### config.mk
export PLATFORM = sky130hd
export DESIGN_NAME = clk_freq_meter_flat
export DESIGN_NICKNAME = d
export VERILOG_FILES = /design/src/rtl/clk_meas_pkg.sv /design/src/rtl/clk_freq_meter_if.sv /design/src/rtl/sync_edge_det.sv /design/src/rtl/clk_freq_meter.sv /design/src/flat_wrapper.sv
export SDC_FILE = /design/constraint.sdc
export NUM_CORES = 1
export LEC_CHECK = 0
export CORE_AREA = 3 3 162 164
export DETAILED_ROUTE_END_ITERATION = 12
export DIE_AREA = 0 0 165 167
export HOLD_SLACK_MARGIN = 0.06
export SYNTH_ARGS = -nofsm -noshare
export SYNTH_HDL_FRONTEND = slang
export SYNTH_SLANG_ARGS = --single-unit
### constraint.sdc
create_clock -name clk -period 4.3 [get_ports clk]
set_clock_uncertainty 0.2 [all_clocks]
set_input_delay 0.645 -clock clk [delete_from_list [all_inputs] [get_ports clk]]
set_output_delay 0.645 -clock clk [all_outputs]
set_load 0.02 [all_outputs]
### src/rtl/clk_meas_pkg.sv
// Shared types and constants for the clock frequency meter and related measurement blocks.
package clk_meas_pkg;

  typedef enum logic [1:0] {
    IDLE = 2'd0,
    ARM  = 2'd1,
    MEAS = 2'd2
  } meas_state_t;

  localparam int DEF_CNT_W = 16;
  localparam int DEF_PER_W = 12;

  localparam logic [DEF_CNT_W-1:0] CNT_SAT = '1;
  localparam logic [DEF_PER_W-1:0] PER_SAT = '1;

endpackage

### src/rtl/clk_freq_meter_if.sv
// Control and result bundle of the clock frequency meter; the meter is the slave side.
interface clk_freq_meter_if #(
  parameter int CNT_W = 16,
  parameter int PER_W = 12
);

  logic             en;
  logic             sig_in;
  logic             rise_pulse;
  logic [CNT_W-1:0] edge_cnt;
  logic [PER_W-1:0] per_min;
  logic [PER_W-1:0] per_max;
  logic             meas_valid;
  logic             overflow;

  modport master (
    output en, sig_in,
    input  rise_pulse, edge_cnt, per_min, per_max, meas_valid, overflow
  );

  modport slave (
    input  en, sig_in,
    output rise_pulse, edge_cnt, per_min, per_max, meas_valid, overflow
  );

endinterface

### src/rtl/sync_edge_det.sv
// Synchroniser for an asynchronous level plus combinational edge detect on the synced value.
// Latency SYNC_STAGES clk to d_sync; rise/fall valid in the cycle d_sync changes; no backpressure.
module sync_edge_det #(
  parameter int SYNC_STAGES = 2
) (
  input  logic clk,
  input  logic rst_n,
  input  logic d_async,
  output logic d_sync,
  output logic rise,
  output logic fall
);

  logic [SYNC_STAGES-1:0] chain;
  logic                   prev;

  always_ff @(posedge clk or negedge rst_n) begin
    if (!rst_n) begin
      chain <= '0;
      prev  <= 1'b0;
    end else begin
      chain <= {chain[SYNC_STAGES-2:0], d_async};
      prev  <= chain[SYNC_STAGES-1];
    end
  end

  assign d_sync = chain[SYNC_STAGES-1];
  assign rise   = d_sync & ~prev;
  assign fall   = ~d_sync & prev;

endmodule

### src/rtl/clk_freq_meter.sv
// Counts rising edges of sig_in per GATE_CYCLES window and tracks min/max rise-to-rise period.
// rise_pulse SYNC_STAGES+1 clk after the input edge; results strobe once per window; no backpressure.
module clk_freq_meter
  import clk_meas_pkg::*;
#(
  parameter int SYNC_STAGES = 2,
  parameter int GATE_CYCLES = 1000,
  parameter int CNT_W       = DEF_CNT_W,
  parameter int PER_W       = DEF_PER_W
) (
  input logic             clk,
  input logic             rst_n,
  clk_freq_meter_if.slave bus
);

  localparam int              GW        = (GATE_CYCLES > 1) ? $clog2(GATE_CYCLES) : 1;
  localparam logic [GW-1:0]   GATE_LOAD = GW'(GATE_CYCLES - 1);
  localparam logic [PER_W-1:0] PER_MAX  = '1;
  localparam logic [CNT_W-1:0] CNT_MAX  = '1;

  logic             rise_c;
  logic             d_sync;
  logic             fall;
  logic             sync_unused;

  meas_state_t      state;
  logic             rise_q;
  logic [GW-1:0]    gate;
  logic [PER_W-1:0] per_cnt;
  logic [CNT_W-1:0] acc_edges;
  logic [PER_W-1:0] acc_min;
  logic [PER_W-1:0] acc_max;
  logic [CNT_W-1:0] edge_cnt_q;
  logic [PER_W-1:0] per_min_q;
  logic [PER_W-1:0] per_max_q;
  logic             meas_valid_q;
  logic             overflow_q;

  logic [PER_W-1:0] per_nxt;
  logic [CNT_W-1:0] edges_nxt;
  logic [PER_W-1:0] min_nxt;
  logic [PER_W-1:0] max_nxt;
  logic             edge_sat;

  sync_edge_det #(.SYNC_STAGES(SYNC_STAGES)) u_sync (
    .clk    (clk),
    .rst_n  (rst_n),
    .d_async(bus.sig_in),
    .d_sync (d_sync),
    .rise   (rise_c),
    .fall   (fall)
  );

  assign sync_unused = d_sync ^ fall;

  // per_cnt holds cycles since the last rise minus one, so per_nxt is the period ending this cycle.
  always_comb begin
    per_nxt   = (per_cnt == PER_MAX) ? PER_MAX : per_cnt + 1'b1;
    edge_sat  = rise_q && (acc_edges == CNT_MAX);
    edges_nxt = acc_edges;
    min_nxt   = acc_min;
    max_nxt   = acc_max;
    if (rise_q) begin
      edges_nxt = edge_sat ? CNT_MAX : acc_edges + 1'b1;
      if (per_nxt < acc_min) min_nxt = per_nxt;
      if (per_nxt > acc_max) max_nxt = per_nxt;
    end
  end

  always_ff @(posedge clk or negedge rst_n) begin
    if (!rst_n) begin
      state        <= IDLE;
      rise_q       <= 1'b0;
      gate         <= '0;
      per_cnt      <= '0;
      acc_edges    <= '0;
      acc_min      <= '0;
      acc_max      <= '0;
      edge_cnt_q   <= '0;
      per_min_q    <= '1;
      per_max_q    <= '0;
      meas_valid_q <= 1'b0;
      overflow_q   <= 1'b0;
    end else begin
      rise_q       <= rise_c;
      meas_valid_q <= 1'b0;
      if (!bus.en) begin
        // Result registers keep the last completed window across a disable.
        state      <= IDLE;
        gate       <= '0;
        per_cnt    <= '0;
        acc_edges  <= '0;
        acc_min    <= '1;
        acc_max    <= '0;
        overflow_q <= 1'b0;
      end else begin
        case (state)
          IDLE: state <= ARM;
          ARM: begin
            if (rise_q) begin
              state     <= MEAS;
              per_cnt   <= '0;
              gate      <= GATE_LOAD;
              acc_edges <= '0;
              acc_min   <= '1;
              acc_max   <= '0;
            end
          end
          MEAS: begin
            per_cnt <= rise_q ? '0 : per_nxt;
            if ((per_cnt == PER_MAX) || edge_sat) overflow_q <= 1'b1;
            if (gate == '0) begin
              // A rise on the closing cycle belongs to the window being reported.
              edge_cnt_q   <= edges_nxt;
              per_min_q    <= min_nxt;
              per_max_q    <= max_nxt;
              meas_valid_q <= 1'b1;
              acc_edges    <= '0;
              acc_min      <= '1;
              acc_max      <= '0;
              gate         <= GATE_LOAD;
            end else begin
              acc_edges <= edges_nxt;
              acc_min   <= min_nxt;
              acc_max   <= max_nxt;
              gate      <= gate - 1'b1;
            end
          end
          default: state <= IDLE;
        endcase
      end
    end
  end

  assign bus.rise_pulse = rise_q;
  assign bus.edge_cnt   = edge_cnt_q;
  assign bus.per_min    = per_min_q;
  assign bus.per_max    = per_max_q;
  assign bus.meas_valid = meas_valid_q;
  assign bus.overflow   = overflow_q;

endmodule

### src/flat_wrapper.sv
// flat-port wrapper written by rule: the top's interface ports become plain ports
module clk_freq_meter_flat import clk_meas_pkg::*;
#(
  parameter int SYNC_STAGES = 2,
  parameter int GATE_CYCLES = 1000,
  parameter int CNT_W       = DEF_CNT_W,
  parameter int PER_W       = DEF_PER_W
)
  (clk, rst_n, bus_en, bus_sig_in, bus_rise_pulse, bus_edge_cnt, bus_per_min, bus_per_max, bus_meas_valid, bus_overflow);
  clk_freq_meter_if #(.CNT_W(CNT_W), .PER_W(PER_W)) bus_i ();
  input logic clk;
  input logic rst_n;
  input wire logic [$bits(bus_i.en)-1:0] bus_en;
  input wire logic [$bits(bus_i.sig_in)-1:0] bus_sig_in;
  output wire logic [$bits(bus_i.rise_pulse)-1:0] bus_rise_pulse;
  output wire logic [$bits(bus_i.edge_cnt)-1:0] bus_edge_cnt;
  output wire logic [$bits(bus_i.per_min)-1:0] bus_per_min;
  output wire logic [$bits(bus_i.per_max)-1:0] bus_per_max;
  output wire logic [$bits(bus_i.meas_valid)-1:0] bus_meas_valid;
  output wire logic [$bits(bus_i.overflow)-1:0] bus_overflow;
  assign bus_i.en = bus_en;
  assign bus_i.sig_in = bus_sig_in;
  assign bus_rise_pulse = bus_i.rise_pulse;
  assign bus_edge_cnt = bus_i.edge_cnt;
  assign bus_per_min = bus_i.per_min;
  assign bus_per_max = bus_i.per_max;
  assign bus_meas_valid = bus_i.meas_valid;
  assign bus_overflow = bus_i.overflow;
  clk_freq_meter #(.SYNC_STAGES(SYNC_STAGES), .GATE_CYCLES(GATE_CYCLES), .CNT_W(CNT_W), .PER_W(PER_W)) u_core (.clk(clk), .rst_n(rst_n), .bus(bus_i));
endmodule
==> impl_metrics.toml, run 1 <==
[cells_and_area]
syn2layout_area_growth_pct = 20.3
insertedDiodeCount = 0
final_cell_mix = "dfrtp_1, nand2_1, nor2_1, clkdlybuf4s50_1, inv_1"
final_area_um2 = 7500
nets = 738
fin_cells = 1043
final_layout_size_suffix_gt1_frac = 0.126
final_common_cell = "dfrtp_1"

[detailed_routing]
wl_per_cell_um = 17.0
via_count = 5408
drtPass1Iterations = 5
routed_via_density = 5.19
postRouteAntennaNets = 0
drc = 0
wl_mm = 17.7
drt_first_iter_violations = 449

[grt]
grt_first_pass_wirelength_mm = 28.9
grt_max_degree = 63
grt-ovfl-total = 0
grt_pass1_vias = 5213
antenna_found_initial = 0
grt_use_total = 0.130

[clocking]
cts_resized = 0
cts_buffer_depth = 2
htreeDepth = 3
clock-sinks = 110
cts_buffers = 9
post-cts-setup-buffers = 0
insertion_delay_ns = 0.36
cts.clk_slew.worst_paths_ns = 0.08
cts_tree = "built"
cts_hold_buf = 0
ctsRootBufferMaster = "clkbuf_16"

[worst_setup_path]
reg2regPathDepth = 10
worstPathMaxFanout = 18
start_kind = "register"
critPathCaptureType = "register"
crit_slowest_cell = "or4_4"
crit_chain = "ha_1 -> nand4_2 -> or4_4 -> nand3_1 -> ha_1 -> and3_1 -> or3b_1 -> a311o_1 -> nand2_1 -> a311oi_1"
path_class = "register to register"
max_stage_delay_ns = 0.62
cpMostUsedCell = "ha_1"
cp.arrival_ns = 4.11
r2r_setup_slack_ns = 0.24
required_ns = 4.35

[synthesis]
avgSynthCellArea_um2 = 9.46
synth_area_um2 = 6240
yosysSeqAreaShare = 0.444
synth_edf_count = 0
syn_nets = 689
async_flop_share = 1.00
ys_types = 72
ys_seq_elements = 110
syn_inst = 659
synth_top_flop_cell = "dfrtp_1"
yosys_warnings = 0

[placed_design]
place_area_um2 = 7200
placedCellCount = 1027
dpl.hpwl_mm = 12.4
portBuffers = 46
gp_congestion = 0.884

[floorplanning]
fp.dieW_um = 165
start_util = 0.249
io_pins = 47
fp.coreArea_um2 = 25000
die_h_um = 167
dieArea_um2 = 27600
rows = 58

[sta]
slew_headroom = 0.413
timing_max_transition_violations_final = 0
setup_viol = 0
hold_viol_final = 0
rsz0062_at_grt = "false"
tightest_slew_ns = 0.877
whs_ns = 0.153
fmax_mhz = 246
finalCriticalPeriod_ns = 4.06
fin_tns_setup_ns = 0
min_period_over_period = 0.944

[pwr]
leakagePower_uw = 0.00310
ir_drop_mv = 0.190
total_power_uw = 2680
power_density_nw_per_um2 = 357

[worst_hold_path]
min_path_type = "register to register"
worstHoldPathCells = 0

[outcome]
status = "completed"

[flow_run]
maxCapViolations = 0
state kept, by name, indices dropped and copies added, names as in the netlist:
register and cells:
u_core.acc_min 12, u_core.state 2, u_core.acc_max 12, u_core.acc_edges 16
u_core.u_sync.prev 1, u_core.bus.rise_pulse 1, u_core.bus.per_min 12, u_core.bus.per_max 12
u_core.bus.meas_valid 1, u_core.per_cnt 12, u_core.u_sync.chain 2, u_core.gate 10
u_core.bus.edge_cnt 16, u_core.bus.overflow 1
Yosys cell counts, types with 12 or more instances:
cell / count / area (um^2)
a21oi_1: 36 / 180
ha_1: 26 / 325
a31oi_1: 14 / 87.6
nand4_1: 20 / 125
dfstp_2: 12 / 315
buf_2: 15 / 75.1
a32o_1: 12 / 120
o31ai_1: 13 / 97.6
a22o_1: 14 / 123
dfrtp_1: 98 / 2450
nor2_1: 45 / 169
o211ai_1: 12 / 90.1
a211oi_1: 16 / 120
inv_1: 43 / 161
clkbuf_1: 21 / 78.8
nor3_1: 20 / 100
o21ai_0: 34 / 170
nand2_1: 64 / 240
report_power, final:
part | switching, uW | internal [uW] | total (uW)
Combinational | 310 | 261 | 571
Sequential | 65.7 | 1160 | 1220
Clock | 406 | 474 | 880
worst paths after layout:
check                                       startpoint                endpoint
max in group asynchronous                        rst_n     u_core.acc_edges[6]
worst max register to register       u_core.per_cnt[1]       u_core.acc_min[1]
min in group asynchronous                        rst_n   u_core.bus.per_max[8]
worst min-delay path            u_core.u_sync.chain[0]  u_core.u_sync.chain[1]
worst min register to register  u_core.u_sync.chain[0]  u_core.u_sync.chain[1]
worst max-delay path                 u_core.per_cnt[1]       u_core.acc_min[1]
cells by family after synthesis:
family	share of synthesized area
simple gates	0.178
compound gates	0.254
flops	0.444
buf+inv	0.0566
fa+ha+maj	0.0522
xor+xnor	0.0112
mux	0.00481
layer usage:
layer,share of wire,vias up,global-route usage
li1,-,2577,-
met1,0.47,2636,0.183
met2,0.46,174,0.204
met3,0.056,21,0.0249
met4,0.017,0,0.0336
met5,0,-,0
worst max-delay path: cells and delay by family, from the launching register on:
| family | cells | cell delay, ns |
|---|---|---|
| AOI/OAI and AO/OA | 2 | 0.96 |
| adders and majority gates | 2 | 0.57 |
| DFF | 1 | 0.43 |
| and+or+nand+nor | 6 | 1.77 |
layout make-up:
type / instances / area, um^2
flip-flops and latches: 110 / 2770
repair buffers: 78 / 711
clock buffers: 11 / 243
well taps: 330 / 413
inverters: 45 / 169
multi-input cells: 464 / 3140
fillers: 2594 / 17500
clock inverters: 5 / 61.3
metrics by stage:
step           setup WS [ns]   util
3_3_place_gp           0.424  0.287
5_1_grt               0.0135  0.300
4_1_cts                0.316  0.300
3_5_place_dp           0.335  0.287
6_report               0.243  0.300
2_1_floorplan          0.541      -
No activity file was read; power rests on OpenSTA's default activity.
==> inputs of run 2 (changes only) <==
--- a/config.mk
+++ b/config.mk
@@ -12,3 +12,4 @@
 export SYNTH_ARGS = -nofsm -noshare
 export SYNTH_HDL_FRONTEND = slang
 export SYNTH_SLANG_ARGS = --single-unit
+export TNS_END_PERCENT = 100
==> results of run 2 <==
The final DEF is identical to that of run 1; final timing and power are the same.
==> inputs of run 3 (changes only) <==
--- a/config.mk
+++ b/config.mk
@@ -5,11 +5,13 @@
 export SDC_FILE = /design/constraint.sdc
 export NUM_CORES = 1
 export LEC_CHECK = 0
-export CORE_AREA = 3 3 162 164
+export CORE_AREA = 3 3 163 165
+export CTS_CLUSTER_DIAMETER = 30
 export DETAILED_ROUTE_END_ITERATION = 12
-export DIE_AREA = 0 0 165 167
+export DIE_AREA = 0 0 166 168
 export HOLD_SLACK_MARGIN = 0.06
 export SYNTH_ARGS = -nofsm -noshare
 export SYNTH_HDL_FRONTEND = slang
+export SYNTH_HIERARCHICAL = 1
 export SYNTH_SLANG_ARGS = --single-unit
 export TNS_END_PERCENT = 100
==> impl_metrics.toml, run 3 <==
[floorplanning]
fp.coreArea_um2 = 25200
io_pins = 47
start_util = 0.249
die_h_um = 168
rows = 58
fp.dieW_um = 166
dieArea_um2 = 27900

[grt]
antenna_found_initial = 0
grt_pass1_vias = 5035
grt_max_degree = 68
grt-ovfl-total = 0
grt_first_pass_wirelength_mm = 28.3
grt_use_total = 0.125

[worst_setup_path]
critPathBufInv = 1
reg2reg_from = "u_core/per_cnt[0]"
required_ns = 4.34
crit_family = "simple AND/OR/NAND/NOR gates"
reg2regPathDepth = 11
crit_chain = "ha_1 -> and4_1 -> nand3_1 -> buf_4 -> nand2_1 -> ha_1 -> a21oi_1 -> a211oi_1 -> a2111oi_2 -> nand2_1 -> o311ai_0"
path_class = "register to register"
startpoint = "u_core/per_cnt[0]"
worstReg2RegEnd = "u_core/bus.per_min[1]"
crit_slowest_cell = "dfrtp_1"
start_kind = "register"
cp.depth = 11
endpoint = "u_core/bus.per_min[1]"
cp.arrival_ns = 3.92
worstPathMaxFanout = 12
critPathCaptureType = "register"
r2r_setup_slack_ns = 0.42
max_stage_delay_ns = 0.50

[sta]
hold_viol_final = 0
finalCriticalPeriod_ns = 3.88
setup_viol = 0
rsz0062_at_grt = "false"
fin_tns_setup_ns = 0
fmax_mhz = 258
slew_headroom = 0.384
tightest_slew_ns = 0.921
min_period_over_period = 0.902
timing_max_transition_violations_final = 0

[placed_design]
place_area_um2 = 7130
gp_congestion = 0.847
dpl.hpwl_mm = 12.0
portBuffers = 46

[clocking]
cts_buffer_depth = 2
post-cts-setup-buffers = 0
htreeDepth = 3
cts_resized = 0
cts_tree = "built"
cts.clk_slew.worst_paths_ns = 0.07
cts_buffers = 9
insertion_delay_ns = 0.36
ctsRootBufferMaster = "clkbuf_16"
cts_hold_buf = 0
clock-sinks = 110

[cells_and_area]
nets = 737
final_layout_size_suffix_gt1_frac = 0.117
insertedDiodeCount = 0
final_cell_mix = "dfrtp_1, nand2_1, nor2_1"
syn2layout_area_growth_pct = 19.0
final_area_um2 = 7450
final_common_cell = "dfrtp_1"

[detailed_routing]
wl_mm = 17.2
postRouteAntennaNets = 0
wl_per_cell_um = 16.5
via_count = 5369
drt_first_iter_violations = 412
drtPass1Iterations = 5
routed_via_density = 5.15
drc = 0

[synthesis]
yosys_warnings = 6
synth_area_um2 = 6260
syn_inst = 669
avgSynthCellArea_um2 = 9.36
syn_nets = 699

[pwr]
internal-power_uw = 1970
ir_drop_mv = 0.215
p_sw_frac = 0.282
leakagePower_uw = 0.00309
seqPwrFrac = 0.449
p_comb_frac = 0.216
power_density_nw_per_um2 = 367
p_clk_frac = 0.334
p_switching_uw = 772

[worst_hold_path]
min_path_type = "register to register"

[outcome]
status = "completed"

[flow_run]
maxCapViolations = 0
## run 3: cell types whose count changed in the layout (fill, tap and decap cells not counted), moves of 5 or more
cell      delta
o311ai_0     +5
nor3_1      -11
nand2_1      -6
a32o_1      -11
a31oi_1      +8
buf_4        -6
o21ai_0      +6
o221a_2      -5
a31o_2      +12
a22o_1      +16
nand3_1     +11
## run 3: layer usage
metal  vias to the layer above  share of wire  track usage
met1                      2612           0.51        0.189
met3                        11          0.051       0.0293
met2                       150           0.43        0.180
li1                       2596              -            -
met5                         -              0            0
met4                         0         0.0093       0.0282
## run 3: cell type report
| cell class | instances | area (um^2) |
|---|---|---|
| Timing Repair Buffer | 71 | 646 |
| Inverter | 43 | 161 |
| Clock buffer | 11 | 243 |
| Clock inverter | 5 | 82.6 |
| Sequential cell | 110 | 2770 |
| Tap cell | 330 | 413 |
| Fill cell | 2631 | 17700 |
| Multi-Input combinational cell | 472 | 3140 |
## run 3: power groups by stage
stage               Clock (uW)  Sequential [uW]  Combinational (uW)
finish                     916             1230                 592
global route               985             1250                 642
CTS                        949             1240                 602
detailed placement           0             1260                 599
global placement             0             1250                 595
floorplan                    0             1370                 191
## run 3: per-stage QoR
step                      setup slack (ns)   util  total power (uW)  cells  hold slack [ns]
after detailed placement             0.351  0.283              1850   1026            0.147
after floorplan                      0.581      -              1560    669            0.131
after global routing                0.0622  0.296              2880   1042            0.167
final                                0.420  0.296              2740   1042            0.160
after global placement               0.430  0.283              1850   1026            0.136
after CTS                            0.312  0.296              2790   1042            0.164
## run 3: worst min path at each step
stage | depth (start not counted) | start | slack (ns) | end
6_report | 0 | u_core/u_sync/chain[0] | 0.16 | u_core/u_sync/chain[1]
5_1_grt | 0 | u_core/u_sync/chain[0] | 0.17 | u_core/u_sync/chain[1]
4_1_cts | 0 | u_core/u_sync/chain[0] | 0.16 | u_core/u_sync/chain[1]
3_5_place_dp | 0 | u_core/u_sync/chain[0] | 0.15 | u_core/u_sync/chain[1]
3_3_place_gp | 0 | u_core/u_sync/chain[0] | 0.14 | u_core/u_sync/chain[1]
2_1_floorplan | 0 | u_core/u_sync/chain[0] | 0.13 | u_core/u_sync/chain[1]
## run 3: worst register-to-register path, delay by kind of cell (launching register included)
kind            cells  cell delay (ns)
simple gates        4             1.16
compound gates      4             1.09
fa+ha+maj           2             0.58
flops               1             0.50
buf+inv             1             0.25
